===== src/rtl/game_timer_pkg.sv =====
// Purpose : shared widths, limits and FSM encoding for the round timer.
// Latency : n/a (declarations only).
// Backpressure: n/a.
package game_timer_pkg;

    localparam int GAME_TIME_W = 12;
    localparam int MIN_W       = 6;
    localparam int SEC_W       = 6;
    localparam int MAX_SECONDS = 59;

    typedef enum logic [1:0] {
        ST_IDLE   = 2'd0,
        ST_RUN    = 2'd1,
        ST_PAUSE  = 2'd2,
        ST_FROZEN = 2'd3
    } state_t;

    // Output layout is {minutes, seconds}, both plain binary.
    function automatic logic [GAME_TIME_W-1:0] pack_time(
        input logic [MIN_W-1:0] minutes,
        input logic [SEC_W-1:0] seconds
    );
        return {minutes, seconds};
    endfunction

endpackage


===== src/rtl/tick_divider.sv =====
// Purpose : prescaler counting 0..DIV-1 while enabled; registered tick on wrap.
// Latency : tick is high the cycle after the terminal count; tc is the same-cycle strobe.
// Backpressure: none; en low holds the count, clr zeroes it.
//
// Ports:
//   pclk  in  clock
//   rst   in  synchronous active-high reset
//   en    in  advance the count this cycle
//   clr   in  zero the count (wins over en)
//   tick  out registered 1-cycle pulse after each wrap
//   tc    out combinational terminal-count strobe, lets the parent update
//             its counter on the same edge that raises tick
module tick_divider #(
    parameter int DIV = 4
) (
    input  logic pclk,
    input  logic rst,
    input  logic en,
    input  logic clr,
    output logic tick,
    output logic tc
);

    localparam int            CW   = (DIV > 1) ? $clog2(DIV) : 1;
    localparam logic [CW-1:0] LAST = CW'(DIV - 1);

    logic [CW-1:0] r_cnt;
    logic          r_tick;

    assign tc   = en && !clr && (r_cnt == LAST);
    assign tick = r_tick;

    always_ff @(posedge pclk) begin
        if (rst) begin
            r_cnt  <= '0;
            r_tick <= 1'b0;
        end else begin
            r_tick <= tc;
            if (clr) begin
                r_cnt <= '0;
            end else if (en) begin
                r_cnt <= tc ? '0 : r_cnt + 1'b1;
            end
        end
    end

endmodule


===== src/rtl/game_timer.sv =====
// Purpose : elapsed play time of one round as {minutes, seconds}, saturating at MAX_MINUTES:59.
// Latency : game_time and sec_tick update together, one cycle after the prescaler terminal count.
// Backpressure: none; pause holds the prescaler and time, stop freezes the time.
//
// Ports:
//   pclk       in  clock
//   rst        in  synchronous active-high reset
//   start      in  pulse: clear time and (re)start counting, from any state
//   pause      in  level: hold counting while high (only acts in RUN)
//   stop       in  pulse: freeze the time
//   game_time  out {minutes[11:6], seconds[5:0]}
//   running    out high in RUN only
//   sec_tick   out 1-cycle pulse per counted second
//   saturated  out sticky, set when MAX_MINUTES:59 is reached
module game_timer
    import game_timer_pkg::*;
#(
    parameter int CLK_FREQ_HZ = 65_000_000,
    parameter int MAX_MINUTES = 59
) (
    input  logic                   pclk,
    input  logic                   rst,
    input  logic                   start,
    input  logic                   pause,
    input  logic                   stop,
    output logic [GAME_TIME_W-1:0] game_time,
    output logic                   running,
    output logic                   sec_tick,
    output logic                   saturated
);

    localparam logic [MIN_W-1:0] MIN_LAST     = MIN_W'(MAX_MINUTES);
    localparam logic [SEC_W-1:0] SEC_LAST     = SEC_W'(MAX_SECONDS);
    localparam logic [SEC_W-1:0] SEC_PRE_LAST = SEC_W'(MAX_SECONDS - 1);

    state_t           r_state;
    state_t           w_state_nxt;
    logic [MIN_W-1:0] r_min;
    logic [SEC_W-1:0] r_sec;
    logic             r_saturated;

    logic w_clear;
    logic w_count_en;
    logic w_tc;
    logic w_tick;
    logic w_last;

    // start restarts the round from every state, so it is the clear on its own.
    assign w_clear = start;

    // Counting happens only in a RUN cycle with no higher-priority control;
    // a stop coinciding with a terminal count therefore discards that second.
    assign w_count_en = (r_state == ST_RUN) && !start && !stop && !pause;

    // The increment about to happen lands on the saturation point.
    assign w_last = (r_min == MIN_LAST) && (r_sec == SEC_PRE_LAST);

    tick_divider #(
        .DIV (CLK_FREQ_HZ)
    ) u_tick_divider (
        .pclk (pclk),
        .rst  (rst),
        .en   (w_count_en),
        .clr  (w_clear),
        .tick (w_tick),
        .tc   (w_tc)
    );

    always_ff @(posedge pclk) begin
        if (rst) begin
            r_state <= ST_IDLE;
        end else begin
            r_state <= w_state_nxt;
        end
    end

    always_comb begin
        w_state_nxt = r_state;
        case (r_state)
            ST_IDLE: begin
                if (start) w_state_nxt = ST_RUN;
            end
            ST_RUN: begin
                if (start)                w_state_nxt = ST_RUN;
                else if (stop)            w_state_nxt = ST_FROZEN;
                else if (pause)           w_state_nxt = ST_PAUSE;
                else if (w_tc && w_last)  w_state_nxt = ST_FROZEN;
            end
            ST_PAUSE: begin
                if (start)       w_state_nxt = ST_RUN;
                else if (stop)   w_state_nxt = ST_FROZEN;
                else if (!pause) w_state_nxt = ST_RUN;
            end
            ST_FROZEN: begin
                if (start) w_state_nxt = ST_RUN;
            end
            default: w_state_nxt = ST_IDLE;
        endcase
    end

    always_ff @(posedge pclk) begin
        if (rst || w_clear) begin
            r_min       <= '0;
            r_sec       <= '0;
            r_saturated <= 1'b0;
        end else if (w_tc) begin
            if (r_sec == SEC_LAST) begin
                r_sec <= '0;
                r_min <= r_min + 1'b1;
            end else begin
                r_sec <= r_sec + 1'b1;
            end
            if (w_last) r_saturated <= 1'b1;
        end
    end

    assign game_time = pack_time(r_min, r_sec);
    assign running   = (r_state == ST_RUN);
    assign sec_tick  = w_tick;
    assign saturated = r_saturated;

endmodule

===== config.mk =====
export PLATFORM = sky130hd
export DESIGN_NAME = game_timer
export DESIGN_NICKNAME = d
export VERILOG_FILES = /design/src/rtl/game_timer_pkg.sv /design/src/rtl/tick_divider.sv /design/src/rtl/game_timer.sv
export SDC_FILE = /design/constraint.sdc
export NUM_CORES = 1
export LEC_CHECK = 0
export CAP_MARGIN = 20
export CORE_MARGIN = 5
export CORE_UTILIZATION = 40
export DETAILED_ROUTE_END_ITERATION = 8
export PLACE_DENSITY_LB_ADDON = 0.15
export SETUP_SLACK_MARGIN = 0.5
export SYNTH_ARGS = -nofsm -noshare
export SYNTH_HDL_FRONTEND = slang
export SYNTH_SLANG_ARGS = --single-unit

===== constraint.sdc =====
create_clock -name pclk -period 3 [get_ports pclk]
set_clock_uncertainty 0.05 [all_clocks]
set_input_delay 0.6 -clock pclk [delete_from_list [all_inputs] [get_ports pclk]]
set_output_delay 0.6 -clock pclk [all_outputs]
set_load 0.02 [all_outputs]

Word-level counts from Yosys, hierarchy flattened

Index checks and enable logic that the tools add are counted.

Register bits after elaboration: 42
Input bits: 5
Output and inout port bits: 15
Logic and storage cells: 47

Add/subtract/negate cells: 3
Equal/unequal tests: 10
Multiplexer cells: 11
Reductions and logical operators: 17

Operator list:

| operator                                                        | count |
|---|---|
| 26-bit by 1-bit adder with 26-bit output, second input constant | 1 |
| 26-bit == test, second input constant                           | 1 |
| 26-bit 2-to-1 mux                                               | 1 |
| 6-bit == test, second input constant                            | 3 |
| 2-bit 2-to-1 mux                                                | 8 |
| 6-bit by 1-bit adder with 6-bit output, second input constant   | 2 |
| 1-bit logical AND                                               | 7 |
| 6-bit 2-to-1 mux                                                | 1 |
| 2-bit one-hot mux with 3 select lines                           | 1 |
| 5-bit by 4-bit != test with 1-bit output, second input constant | 1 |
| 2-bit == test, second input constant                            | 2 |
| 4-bit != test, second input constant                            | 1 |
| 2-bit AND reduction                                             | 2 |
| 2-bit OR reduction                                              | 2 |
| 1-bit zero test                                                 | 3 |
| 3-bit AND reduction                                             | 1 |
| 2-bit by 1-bit == test with 1-bit output, second input constant | 1 |
| 2-bit zero test                                                 | 1 |
| 2-bit by 1-bit != test with 1-bit output, second input constant | 1 |
| 1-bit logical OR                                                | 1 |

Depth between registers and ports, before layout

Gate-level depths: netlist of run 1.

Word-level depth: 12
Gate-level depth with buffers: 9

By module

Synthesis of run 1 repeated with hierarchy kept, for this count alone.

Cell total of the unflattened synthesis: 243
Area total of the unflattened synthesis: 2148.3 um^2

Modules (own cells, without submodules):

| module       | instances | cells each | area each (um^2) |
|---|---|---|---|
| tick_divider | 1         | 158        | 1373.8 |
| game_timer   | 1         | 85         | 774.5 |

Worst setup path after synthesis of run 1

Ideal clock, no wire load.

Path kind: reg-to-reg
Start point: register r_state[1]
End point: register r_min[4]
Library setup time: 0.070 ns
Arrival: 2.073 ns
Data required time: 2.880 ns
Slack: 0.807 ns
Stages on the path, launching flop included: 9
Path buffers: 1
Path through: dfxtp_1 > inv_1 > ha_1 > nor4b_4 > and3_1 > buf_6 > nand3_4 > or4_1 > a21oi_1

Cells in the longest elaborated chain, start to end: 7

RTL lines:

| what                                     | line               | text |
|---|---|---|
| start: declaration                       | game_timer.sv:36   | `state_t r_state;` |
| start signal: assignment                 | game_timer.sv:73   | `r_state <= w_state_nxt;` |
| 2-bit by 1-bit == test with 1-bit output | --                 |  |
| named net running                        | game_timer.sv:27   | `output logic running,` |
| 1-bit logical AND (3 in a row)           | game_timer.sv:53   | `assign w_count_en = (r_state == ST_RUN) && !start && !stop && !pause;` |
| 1-bit logical AND (2 in a row)           | tick_divider.sv:30 | `assign tc = en && !clr && (r_cnt == LAST);` |
| 2-bit AND reduction (no line)            | --                 |  |
| end signal: assignment                   | game_timer.sv:109  | `r_min <= r_min + 1'b1;` |
| end: declaration                         | game_timer.sv:38   | `logic [MIN_W-1:0] r_min;` |

The timed path passes the listed nets, and every way through them passes these cells.
A chain may end at the register's enable or synchronous reset.

Worst setup path after layout of run 1

Start point: input start
End point: register u_tick_divider.r_cnt[13]

Cells in the longest elaborated chain, start to end: 7
Elaborated cells between the ends (all ways): 8

RTL lines:

| what                           | line                                 | text |
|---|---|---|
| start: declaration             | game_timer.sv:23                     | `input logic start,` |
| 1-bit zero test                | tick_divider.sv:30, game_timer.sv:53 |  |
| 1-bit logical AND (3 in a row) | game_timer.sv:53                     |  |
| 1-bit logical AND (2 in a row) | tick_divider.sv:30                   |  |
| 26-bit 2-to-1 mux              | tick_divider.sv:42                   | `r_cnt <= tc ? '0 : r_cnt + 1'b1;` |
| end signal: assignment         | tick_divider.sv:42                   |  |
| end: declaration               | tick_divider.sv:27                   | `logic [CW-1:0] r_cnt;` |

Several ways; a longest one is shown, not always the timed one.

==> flow_summary.html, run 1 <==
<table>
<tr><th>Metric</th><th>Value</th></tr>
<tr><th colspan="2">CTS</th></tr>
<tr><td>Number of buffers added for setup after CTS</td><td>0</td></tr>
<tr><td>Register clock-pin slew on the reported worst setup and hold paths</td><td>approximately 70 ps</td></tr>
<tr><td>Clock insertion delay at the later pin of the skew report</td><td>290 ps</td></tr>
<tr><td>Cts bufs inserted</td><td>5</td></tr>
<tr><td>Clock root cell</td><td>sky130_fd_sc_hd__clkbuf_8</td></tr>
<tr><td>Worst-case clock buffer depth</td><td>2</td></tr>
<tr><td>Number of buffers inserted for hold repair after clock tree synthesis</td><td>0</td></tr>
<tr><td>CTS H-tree lvls</td><td>2</td></tr>
<tr><td>Clock sink count</td><td>42</td></tr>
<tr><td>TritonCTS clock tree</td><td>done</td></tr>
<tr><th colspan="2">Min path</th></tr>
<tr><td>Hold WC Path Type</td><td>flip-flop to flip-flop</td></tr>
<tr><td>Number of instances on the worst hold path</td><td>2</td></tr>
<tr><td>Critical hold path startpoint</td><td>saturated</td></tr>
<tr><td>Sink of the worst hold path</td><td>saturated</td></tr>
<tr><th colspan="2">Run status</th></tr>
<tr><td>Result of the run</td><td>finished, final reports clean</td></tr>
<tr><th colspan="2">Final layout</th></tr>
<tr><td>Final core area utilization</td><td>47.9%</td></tr>
<tr><td>Inserted Diodes</td><td>0</td></tr>
<tr><td>Final cell count without fillers</td><td>340</td></tr>
<tr><td>Number of nets in the final layout</td><td>282</td></tr>
<tr><td>Number of fill cells in the layout</td><td>533</td></tr>
<tr><td>Footprint of the multi-input gates</td><td>1190 um^2</td></tr>
<tr><td>Synth-to-layout area growth</td><td>16.9%</td></tr>
<tr><td>Layout cells sized above 1</td><td>8.15%</td></tr>
<tr><td>Combined flip-flop and latch cell area</td><td>~840 um^2</td></tr>
<tr><th colspan="2">Yosys</th></tr>
<tr><td>Cell accounting for the most synthesized area</td><td>sky130_fd_sc_hd__dfxtp_1</td></tr>
<tr><td>Total of flip-flops plus latches after synthesis</td><td>42</td></tr>
<tr><td>Netlist area before placement</td><td>approximately 2100 um^2</td></tr>
<tr><td>Count of warnings emitted by yosys</td><td>0</td></tr>
<tr><td>Portion of the post-synthesis area used by sequential elements</td><td>40.1%</td></tr>
<tr><td>Area contributors post-synth</td><td>sky130_fd_sc_hd__dfxtp_1 40%, sky130_fd_sc_hd__xnor2_1 7.5%, sky130_fd_sc_hd__nor2_1 6.5%</td></tr>
<tr><td>Syn_nets</td><td>260</td></tr>
<tr><td>Number of synthesized flops with an enable pin</td><td>0</td></tr>
<tr><td>Commonest cells in the synthesized netlist</td><td>42 x sky130_fd_sc_hd__dfxtp_1, 36 x sky130_fd_sc_hd__nor2_1, 20 x sky130_fd_sc_hd__nand2_1</td></tr>
<tr><td>Synth unique cells</td><td>37</td></tr>
<tr><td>Ys async rst share</td><td>0%</td></tr>
<tr><td>Fraction of synthesized cell area taken by the top area cell type</td><td>40.1%</td></tr>
<tr><td>Gate count after technology mapping</td><td>248</td></tr>
<tr><td>Commonest register cell after synthesis</td><td>sky130_fd_sc_hd__dfxtp_1</td></tr>
<tr><td>Mean instance size in the synthesized netlist</td><td>8.45 um^2</td></tr>
<tr><td>Dominant cell by count in the synthesized netlist</td><td>sky130_fd_sc_hd__dfxtp_1</td></tr>
<tr><th colspan="2">Placement</th></tr>
<tr><td>DP Cell Count</td><td>roughly 330</td></tr>
<tr><td>Hpwl dp</td><td>3.20 mm</td></tr>
<tr><td>Gp weighted congestion</td><td>0.793</td></tr>
<tr><td># port buffers</td><td>19</td></tr>
<tr><th colspan="2">GRT</th></tr>
<tr><td>Maximum number of pins on one net before global-route repair</td><td>23</td></tr>
<tr><td>Wire length of the first global-routing pass</td><td>7.75 mm</td></tr>
<tr><td>Antenna violations before repair</td><td>0</td></tr>
<tr><td>Global routing usage summed across all routing layers</td><td>14.6%</td></tr>
<tr><td>Total grt overflow</td><td>0</td></tr>
<tr><td>Via count of the first global-routing pass</td><td>1653</td></tr>
<tr><th colspan="2">Worst setup path</th></tr>
<tr><td>Kind of launch point of the worst setup path</td><td>input pin</td></tr>
<tr><td>Critical path buffers and inverters</td><td>1</td></tr>
<tr><td>Endpoint type of the worst setup path</td><td>flip-flop</td></tr>
<tr><td>Required @ worst endpoint</td><td>3130 ps</td></tr>
<tr><td>Cell type group with the largest total delay on the critical path</td><td>simple AND/OR/NAND/NOR gates</td></tr>
<tr><td>Reg2Reg Depth</td><td>6</td></tr>
<tr><td>Cells along the critical path</td><td>clkdlybuf4s50_1 -&gt; or4b_1 -&gt; or2_2 -&gt; nor4_1 -&gt; xnor2_1 -&gt; nor2_1</td></tr>
<tr><td>Critical R2R Capture</td><td>r_sec[0]</td></tr>
<tr><td>Critical Path AT</td><td>2570 ps</td></tr>
<tr><td>Category of the critical setup timing path</td><td>input pin to flip-flop</td></tr>
<tr><td>Maximum fanout encountered on the critical timing path</td><td>6</td></tr>
<tr><td>FF-to-FF Start</td><td>u_tick_divider.r_cnt[16]</td></tr>
<tr><td>Slowest library cell on the worst path</td><td>sky130_fd_sc_hd__or4b_1</td></tr>
<tr><td>Reg-to-reg setup timing slack</td><td>between 700 and 800 ps</td></tr>
<tr><td>Peak per-stage delay on the critical path</td><td>roughly 640 ps</td></tr>
<tr><td>Instance count on the critical path</td><td>6</td></tr>
<tr><th colspan="2">STA</th></tr>
<tr><td>Part of the cycle the worst path needs</td><td>81.5%</td></tr>
<tr><td>Max-Slew Margin vs Limit</td><td>between 50% and 60%</td></tr>
<tr><td>Slew at the pin closest to its max-slew limit</td><td>721 ps</td></tr>
<tr><td>Final-report hold violation count</td><td>0</td></tr>
<tr><td>Setup Total Neg Slack</td><td>0 ps</td></tr>
<tr><td>Pins Over Slew Limit</td><td>0</td></tr>
<tr><td>Count of final setup violators</td><td>0</td></tr>
<tr><td>F_max</td><td>409 MHz</td></tr>
<tr><td>Unrepaired setup endpoints after global routing</td><td>yes</td></tr>
<tr><td>Final critical path time including I/O delays and setup</td><td>2440 ps</td></tr>
<tr><th colspan="2">Power</th></tr>
<tr><td>VDD IR max</td><td>roughly 0.0002 V</td></tr>
<tr><td>Sequential cell fraction of total power</td><td>59.1%</td></tr>
<tr><td>Sw Pwr</td><td>around 0.21 mW</td></tr>
<tr><td>Combinational Power Share</td><td>4.9%</td></tr>
<tr><td>Share of power burned in the clock network</td><td>36.0%</td></tr>
<tr><td>Internal power of the cells</td><td>~0.74 mW</td></tr>
<tr><td>Power Dens Cells</td><td>388 nW/um^2</td></tr>
<tr><td>Static Leakage</td><td>0.778 nW</td></tr>
<tr><td>Total power</td><td>0.951 mW</td></tr>
<tr><td>Switching fraction of total power</td><td>22.1%</td></tr>
<tr><th colspan="2">Die</th></tr>
<tr><td>Initial Util</td><td>41.0%</td></tr>
<tr><td>Die area</td><td>6780 um^2</td></tr>
<tr><td>Row count</td><td>26</td></tr>
<tr><td># IOs</td><td>20</td></tr>
<tr><td>Die Span X</td><td>about 80 um</td></tr>
<tr><td>Core outline area</td><td>5110 um^2</td></tr>
<tr><td>Vertical die dimension</td><td>82.4 um</td></tr>
<tr><th colspan="2">Drt</th></tr>
<tr><td>First DRT Iteration DRCs</td><td>104</td></tr>
<tr><td>Drt via density</td><td>5.09</td></tr>
<tr><td>Number of nets still failing antenna checks after routing</td><td>0</td></tr>
<tr><td>Drt first pass iters</td><td>4</td></tr>
<tr><td>Total via count after detailed routing</td><td>between 1500 and 2000</td></tr>
<tr><td>Routed len/inst</td><td>13.0 um</td></tr>
<tr><td>DRC Markers</td><td>0</td></tr>
<tr><td>Detailed-route wire length</td><td>~4.4 mm</td></tr>
<tr><th colspan="2">Job</th></tr>
<tr><td>Count of maximum capacitance violations</td><td>0</td></tr>
</table>
power by group through the flow:
| stage | clock network (mW) | registers (mW) | logic (mW) |
|---|---|---|---|
| 3_5_place_dp | 0 | 0.575 | 0.0473 |
| 4_1_cts | 0.355 | 0.561 | 0.0473 |
| 5_1_grt | 0.380 | 0.562 | 0.0526 |
| 2_1_floorplan | 0 | 0.574 | 0.0289 |
| 6_report | 0.342 | 0.562 | 0.0467 |
| 3_3_place_gp | 0 | 0.575 | 0.0480 |
per-layer routing:
metal / global-route usage [%] / up-vias / wire length [um]
met1: 20.6 / 791 / 2270
met5: 0 / - / 0
met4: 4.49 / 0 / 39
li1: - / 912 / -
met2: 22.0 / 23 / 1970
met3: 3.47 / 4 / 139
sequential cells by signal (all words and copies together) (netlist names):
name                  count
r_min                     6
r_sec                     6
r_state                   2
saturated                 1
u_tick_divider.r_cnt     26
u_tick_divider.tick       1
worst register-to-register path: stages, from the launching register on:
cell and delay [ps]:
sky130_fd_sc_hd__dfxtp_1 440, sky130_fd_sc_hd__nand4_1 250, sky130_fd_sc_hd__nor4_2 600, sky130_fd_sc_hd__nand3_4 190, sky130_fd_sc_hd__buf_4 220, sky130_fd_sc_hd__or3_1 350, sky130_fd_sc_hd__a21oi_1 140
timing repair:
action | in CTS | in global routing
endpoints found under the hold margin | 0 | 0
setup endpoints to repair | 0 | 30
resized for setup | 0 | 2
how the worst max path moves through the flow:
| stage | startpoint | slack (ps) | endpoint |
|---|---|---|---|
| after floorplan | r_state[1] | 810 | r_min[4] |
| after global placement | start | 280 | u_tick_divider.r_cnt[13] |
| after detailed placement | start | 240 | u_tick_divider.r_cnt[16] |
| after CTS | start | 550 | r_sec[0] |
| after global routing | start | 460 | u_tick_divider.r_cnt[21] |
| final | start | 560 | u_tick_divider.r_cnt[13] |
final cells by class:
class / count / share of cell area, %
Clock buffer: 7 / 3.12
Multi-Input combinational cell: 188 / 48.4
Sequential cell: 42 / 34.3
Timing Repair Buffer: 23 / 8.99
Inverter: 10 / 1.53
Tap cell: 70 / 3.58
layout by cell type, fill, tap and decap left out, drive strengths merged, types with 3 or more instances in the layout:
cell / instances
dfxtp: 42
nor2: 36
nand2: 20
clkdlybuf4s50: 19
xnor2: 18
a21oi: 15
nand3: 13
inv: 10
nor3: 10
and3: 9
ha: 7
nand4: 7
clkbuf: 7
xor2: 6
or3: 6
nor4: 6
or2: 5
o21ai: 5
o31ai: 4
buf: 4
and4b: 3
stage by stage:
step	cell area, um^2	hold slack (ps)	setup WS [ps]
after floorplan	2090	408	807
after global placement	2360	412	278
after detailed placement	2360	401	241
after CTS	2440	413	547
after global routing	2450	435	458
final	2450	407	556
kinds of logic (layout without fill, tap and decap cells):
| logic type | Yosys count | count (layout) | synth area share [%] |
|---|---|---|---|
| AND/OR/NAND/NOR | 126 | 126 | 33.0 |
| flip-flops | 42 | 42 | 40.1 |
| AO/OA/AOI/OAI | 30 | 30 | 8.54 |
| XOR/XNOR | 24 | 24 | 10.0 |
| buffers and inverters | 18 | 40 | 3.58 |
| adder cells (fa/ha/maj) | 7 | 7 | 4.18 |
| multiplexers | 1 | 1 | 0.538 |
Power figures use the tool's default switching activity.
==> inputs of run 2 (changes only) <==
- clock period: 3 -> 2 ns (I/O delays scaled with it)
==> run 2 against run 1 <==
  * Design area is 39% higher
  * Count of clock-buffer cells in the layout fell by 2
  * Die area did not move
  * Sequential cell count stayed put
  * Highest routed layer unchanged
==> flow_summary.html, run 2 (synthesized netlist as in run 1, its figures left out) <==
<table>
<tr><th>Metric</th><th>Value</th></tr>
<tr><th colspan="2">Die</th></tr>
<tr><td>Die Span X</td><td>82.4 um (unchanged)</td></tr>
<tr><td>Core outline area</td><td>5110 um^2 (unchanged)</td></tr>
<tr><td>Row count</td><td>26 (unchanged)</td></tr>
<tr><td>Vertical die dimension</td><td>82.4 um (unchanged)</td></tr>
<tr><td># IOs</td><td>20 (unchanged)</td></tr>
<tr><td>Initial Util</td><td>41.0% (unchanged)</td></tr>
<tr><td>Die area</td><td>6780 um^2 (unchanged)</td></tr>
<tr><th colspan="2">Final layout</th></tr>
<tr><td>Layout cells sized above 1</td><td>46.3% (was 8.15%)</td></tr>
<tr><td>Non-Filler Cell Area, Final</td><td>3400 um^2 (was 2450 um^2)</td></tr>
<tr><td>Inserted Diodes</td><td>0 (unchanged)</td></tr>
<tr><td>Final core area utilization</td><td>66.6% (was 47.9%)</td></tr>
<tr><td>Flip-flop count of the largest register after layout</td><td>26 (unchanged)</td></tr>
<tr><td>Most flops, register</td><td>u_tick_divider.r_cnt (unchanged)</td></tr>
<tr><td>Synth-to-layout area growth</td><td>62.4% (was 16.9%)</td></tr>
<tr><td>Commonest non-fill, non-tap cell in the layout</td><td>sky130_fd_sc_hd__buf_4 (was sky130_fd_sc_hd__dfxtp_1)</td></tr>
<tr><td>Most frequent cells in the layout</td><td>35 x sky130_fd_sc_hd__buf_4, 29 x sky130_fd_sc_hd__dfxtp_1, 25 x sky130_fd_sc_hd__nor2_1, 17 x sky130_fd_sc_hd__nand2_1, 14 x sky130_fd_sc_hd__xnor2_1 (was 42 x sky130_fd_sc_hd__dfxtp_1, 36 x sky130_fd_sc_hd__nor2_1, 20 x sky130_fd_sc_hd__nand2_1, 19 x sky130_fd_sc_hd__clkdlybuf4s50_1, 18 x sky130_fd_sc_hd__xnor2_1)</td></tr>
<tr><td>Biggest registers after layout</td><td>u_tick_divider.r_cnt (26), r_min (6), r_sec (6) (unchanged)</td></tr>
<tr><td>Number of nets in the final layout</td><td>331 (was 282)</td></tr>
<tr><th colspan="2">Power</th></tr>
<tr><td>Share of power burned in the clock network</td><td>40.9% (was 36.0%)</td></tr>
<tr><td>Static Leakage</td><td>1.41 nW (was 0.778 nW)</td></tr>
<tr><td>Sw Pwr</td><td>0.384 mW (was 0.211 mW)</td></tr>
<tr><td>Switching fraction of total power</td><td>22.9% (was 22.1%)</td></tr>
<tr><td>Power Dens Cells</td><td>493 nW/um^2 (was 388 nW/um^2)</td></tr>
<tr><td>Sequential cell fraction of total power</td><td>50.2% (was 59.1%)</td></tr>
<tr><td>Combinational Power Share</td><td>8.9% (was 4.9%)</td></tr>
<tr><td>VDD IR max</td><td>0.000303 V (was 0.000203 V)</td></tr>
<tr><td>Internal power of the cells</td><td>1.29 mW (was 0.740 mW)</td></tr>
<tr><th colspan="2">Drt</th></tr>
<tr><td>Drt via density</td><td>5.22 (was 5.09)</td></tr>
<tr><td>Number of nets still failing antenna checks after routing</td><td>0 (unchanged)</td></tr>
<tr><td>Detailed-route wire length</td><td>5.53 mm (was 4.41 mm)</td></tr>
<tr><td>DRC Markers</td><td>0 (unchanged)</td></tr>
<tr><td>First DRT Iteration DRCs</td><td>66 (was 104)</td></tr>
<tr><td>Routed len/inst</td><td>14.2 um (was 13.0 um)</td></tr>
<tr><td>Drt first pass iters</td><td>4 (unchanged)</td></tr>
<tr><td>Total via count after detailed routing</td><td>2036 (was 1730)</td></tr>
<tr><th colspan="2">STA</th></tr>
<tr><td>Slew at the pin closest to its max-slew limit</td><td>318 ps (was 721 ps)</td></tr>
<tr><td>Final critical path time including I/O delays and setup</td><td>1860 ps</td></tr>
<tr><td>PnR worst setup slack</td><td>143 ps (was 556 ps)</td></tr>
<tr><td>F_max</td><td>538 MHz</td></tr>
<tr><td>Final-report hold violation count</td><td>0 (unchanged)</td></tr>
<tr><td>Tightest hold margin</td><td>409 ps (was 407 ps)</td></tr>
<tr><td>Unrepaired setup endpoints after global routing</td><td>yes (unchanged)</td></tr>
<tr><td>Part of the cycle the worst path needs</td><td>92.9%</td></tr>
<tr><td>Max-Slew Margin vs Limit</td><td>78.8% (was 51.5%)</td></tr>
<tr><td>Count of final setup violators</td><td>0 (unchanged)</td></tr>
<tr><td>Pins Over Slew Limit</td><td>0 (unchanged)</td></tr>
<tr><td>Setup Total Neg Slack</td><td>0 ps (unchanged)</td></tr>
<tr><th colspan="2">GRT</th></tr>
<tr><td>Global routing usage summed across all routing layers</td><td>16.8% (was 14.6%)</td></tr>
<tr><td>Wire length of the first global-routing pass</td><td>8.80 mm (was 7.75 mm)</td></tr>
<tr><td>Maximum number of pins on one net before global-route repair</td><td>15 (was 23)</td></tr>
<tr><td>Total grt overflow</td><td>0 (unchanged)</td></tr>
<tr><td>Antenna violations before repair</td><td>0 (unchanged)</td></tr>
<tr><td>Via count of the first global-routing pass</td><td>1929 (was 1653)</td></tr>
<tr><th colspan="2">Run status</th></tr>
<tr><td>Result of the run</td><td>finished, final reports clean (unchanged)</td></tr>
<tr><th colspan="2">CTS</th></tr>
<tr><td>Clock insertion delay at the later pin of the skew report</td><td>300 ps (was 290 ps)</td></tr>
<tr><td>Clock root cell</td><td>sky130_fd_sc_hd__clkbuf_8 (unchanged)</td></tr>
<tr><td>CTS H-tree lvls</td><td>2 (unchanged)</td></tr>
<tr><td>TritonCTS clock tree</td><td>done (unchanged)</td></tr>
<tr><td>Worst-case clock buffer depth</td><td>2 (unchanged)</td></tr>
<tr><td>Register clock-pin slew on the reported worst setup and hold paths</td><td>80 ps (was 70 ps)</td></tr>
<tr><td>Clock sink count</td><td>42 (unchanged)</td></tr>
<tr><td>Cts bufs inserted</td><td>5 (unchanged)</td></tr>
<tr><th colspan="2">Placement</th></tr>
<tr><td># port buffers</td><td>19 (unchanged)</td></tr>
<tr><td>Gp weighted congestion</td><td>0.767 (was 0.793)</td></tr>
<tr><td>Place WS</td><td>-416 ps (was 241 ps)</td></tr>
<tr><td>Hpwl dp</td><td>3.44 mm (was 3.20 mm)</td></tr>
<tr><td>Standard cell area after detailed placement</td><td>2620 um^2 (was 2360 um^2)</td></tr>
<tr><th colspan="2">Worst setup path</th></tr>
<tr><td>Maximum fanout encountered on the critical timing path</td><td>4 (was 6)</td></tr>
<tr><td>Category of the critical setup timing path</td><td>flip-flop to flip-flop (was input pin to flip-flop)</td></tr>
<tr><td>Kind of launch point of the worst setup path</td><td>flip-flop (was input pin)</td></tr>
<tr><td>Required @ worst endpoint</td><td>2140 ps (was 3130 ps)</td></tr>
<tr><td>Endpoint type of the worst setup path</td><td>flip-flop (unchanged)</td></tr>
<tr><td>Critical Path AT</td><td>2000 ps (was 2570 ps)</td></tr>
<tr><th colspan="2">Min path</th></tr>
<tr><td>Hold WC Path Type</td><td>flip-flop to flip-flop (unchanged)</td></tr>
<tr><th colspan="2">Job</th></tr>
<tr><td>Count of maximum capacitance violations</td><td>0 (unchanged)</td></tr>
</table>
-- run 2: power by group through the flow --
stage / Combinational [mW] / Clock [mW] / Sequential [mW]
6_report: 0.149 / 0.686 / 0.842
5_1_grt: 0.160 / 0.736 / 0.843
4_1_cts: 0.126 / 0.703 / 0.844
3_5_place_dp: 0.0929 / 0 / 0.863
3_3_place_gp: 0.0934 / 0 / 0.863
2_1_floorplan: 0.0499 / 0 / 0.863
-- run 2: metrics by stage --
stage | power [mW] | std cells
after floorplan | 0.913 | 248
after global placement | 0.957 | 358
after detailed placement | 0.956 | 358
after CTS | 1.67 | 382
after global routing | 1.74 | 390
final | 1.68 | 390
-- run 2: worst max-delay path, cell delays in order, from the launching register on --
cell	delay [ps]
sky130_fd_sc_hd__dfxtp_2	340
sky130_fd_sc_hd__inv_2	70
sky130_fd_sc_hd__ha_4	140
sky130_fd_sc_hd__nor4b_4	220
sky130_fd_sc_hd__and3_4	270
sky130_fd_sc_hd__nand4_1	140
sky130_fd_sc_hd__a21oi_2	210
sky130_fd_sc_hd__mux2_4	310
-- run 2: final timing paths --
path,depth (start not counted),endpoint,slack [ps],startpoint
max,7,r_state[1],140,r_state[1]
min,2,saturated,410,saturated
max reg2reg,7,r_state[1],140,r_state[1]
min reg2reg,2,saturated,410,saturated
-- run 2: layout make-up --
class,count,area [um^2]
fillers,415,1710
multi-input cells,188,1610
flip-flops and latches,42,862
repair buffers,72,693
well taps,70,87.6
clock buffers,5,68.8
clock inverters,3,45.0
inverters,10,37.5
-- run 2: timing repair --
action / in CTS / in global routing
setup endpoints to repair: 55 / 54
resized for setup: 93 / 60
endpoints found under the hold margin: 0 / 0
cloned: 2 / 1
pin swaps: 32 / 28
hold buffers: 0 / 0
buffers inserted: 14 / 7
-- run 2: routing by layer --
layer | track usage [%] | part of all wire (%) | up-vias
met2 | 28.4 | 51 | 26
li1 | - | - | 1010
met3 | 3.90 | 2.5 | 6
met4 | 5.32 | 1.4 | 0
met5 | 0 | 0 | -
met1 | 21.1 | 45 | 994
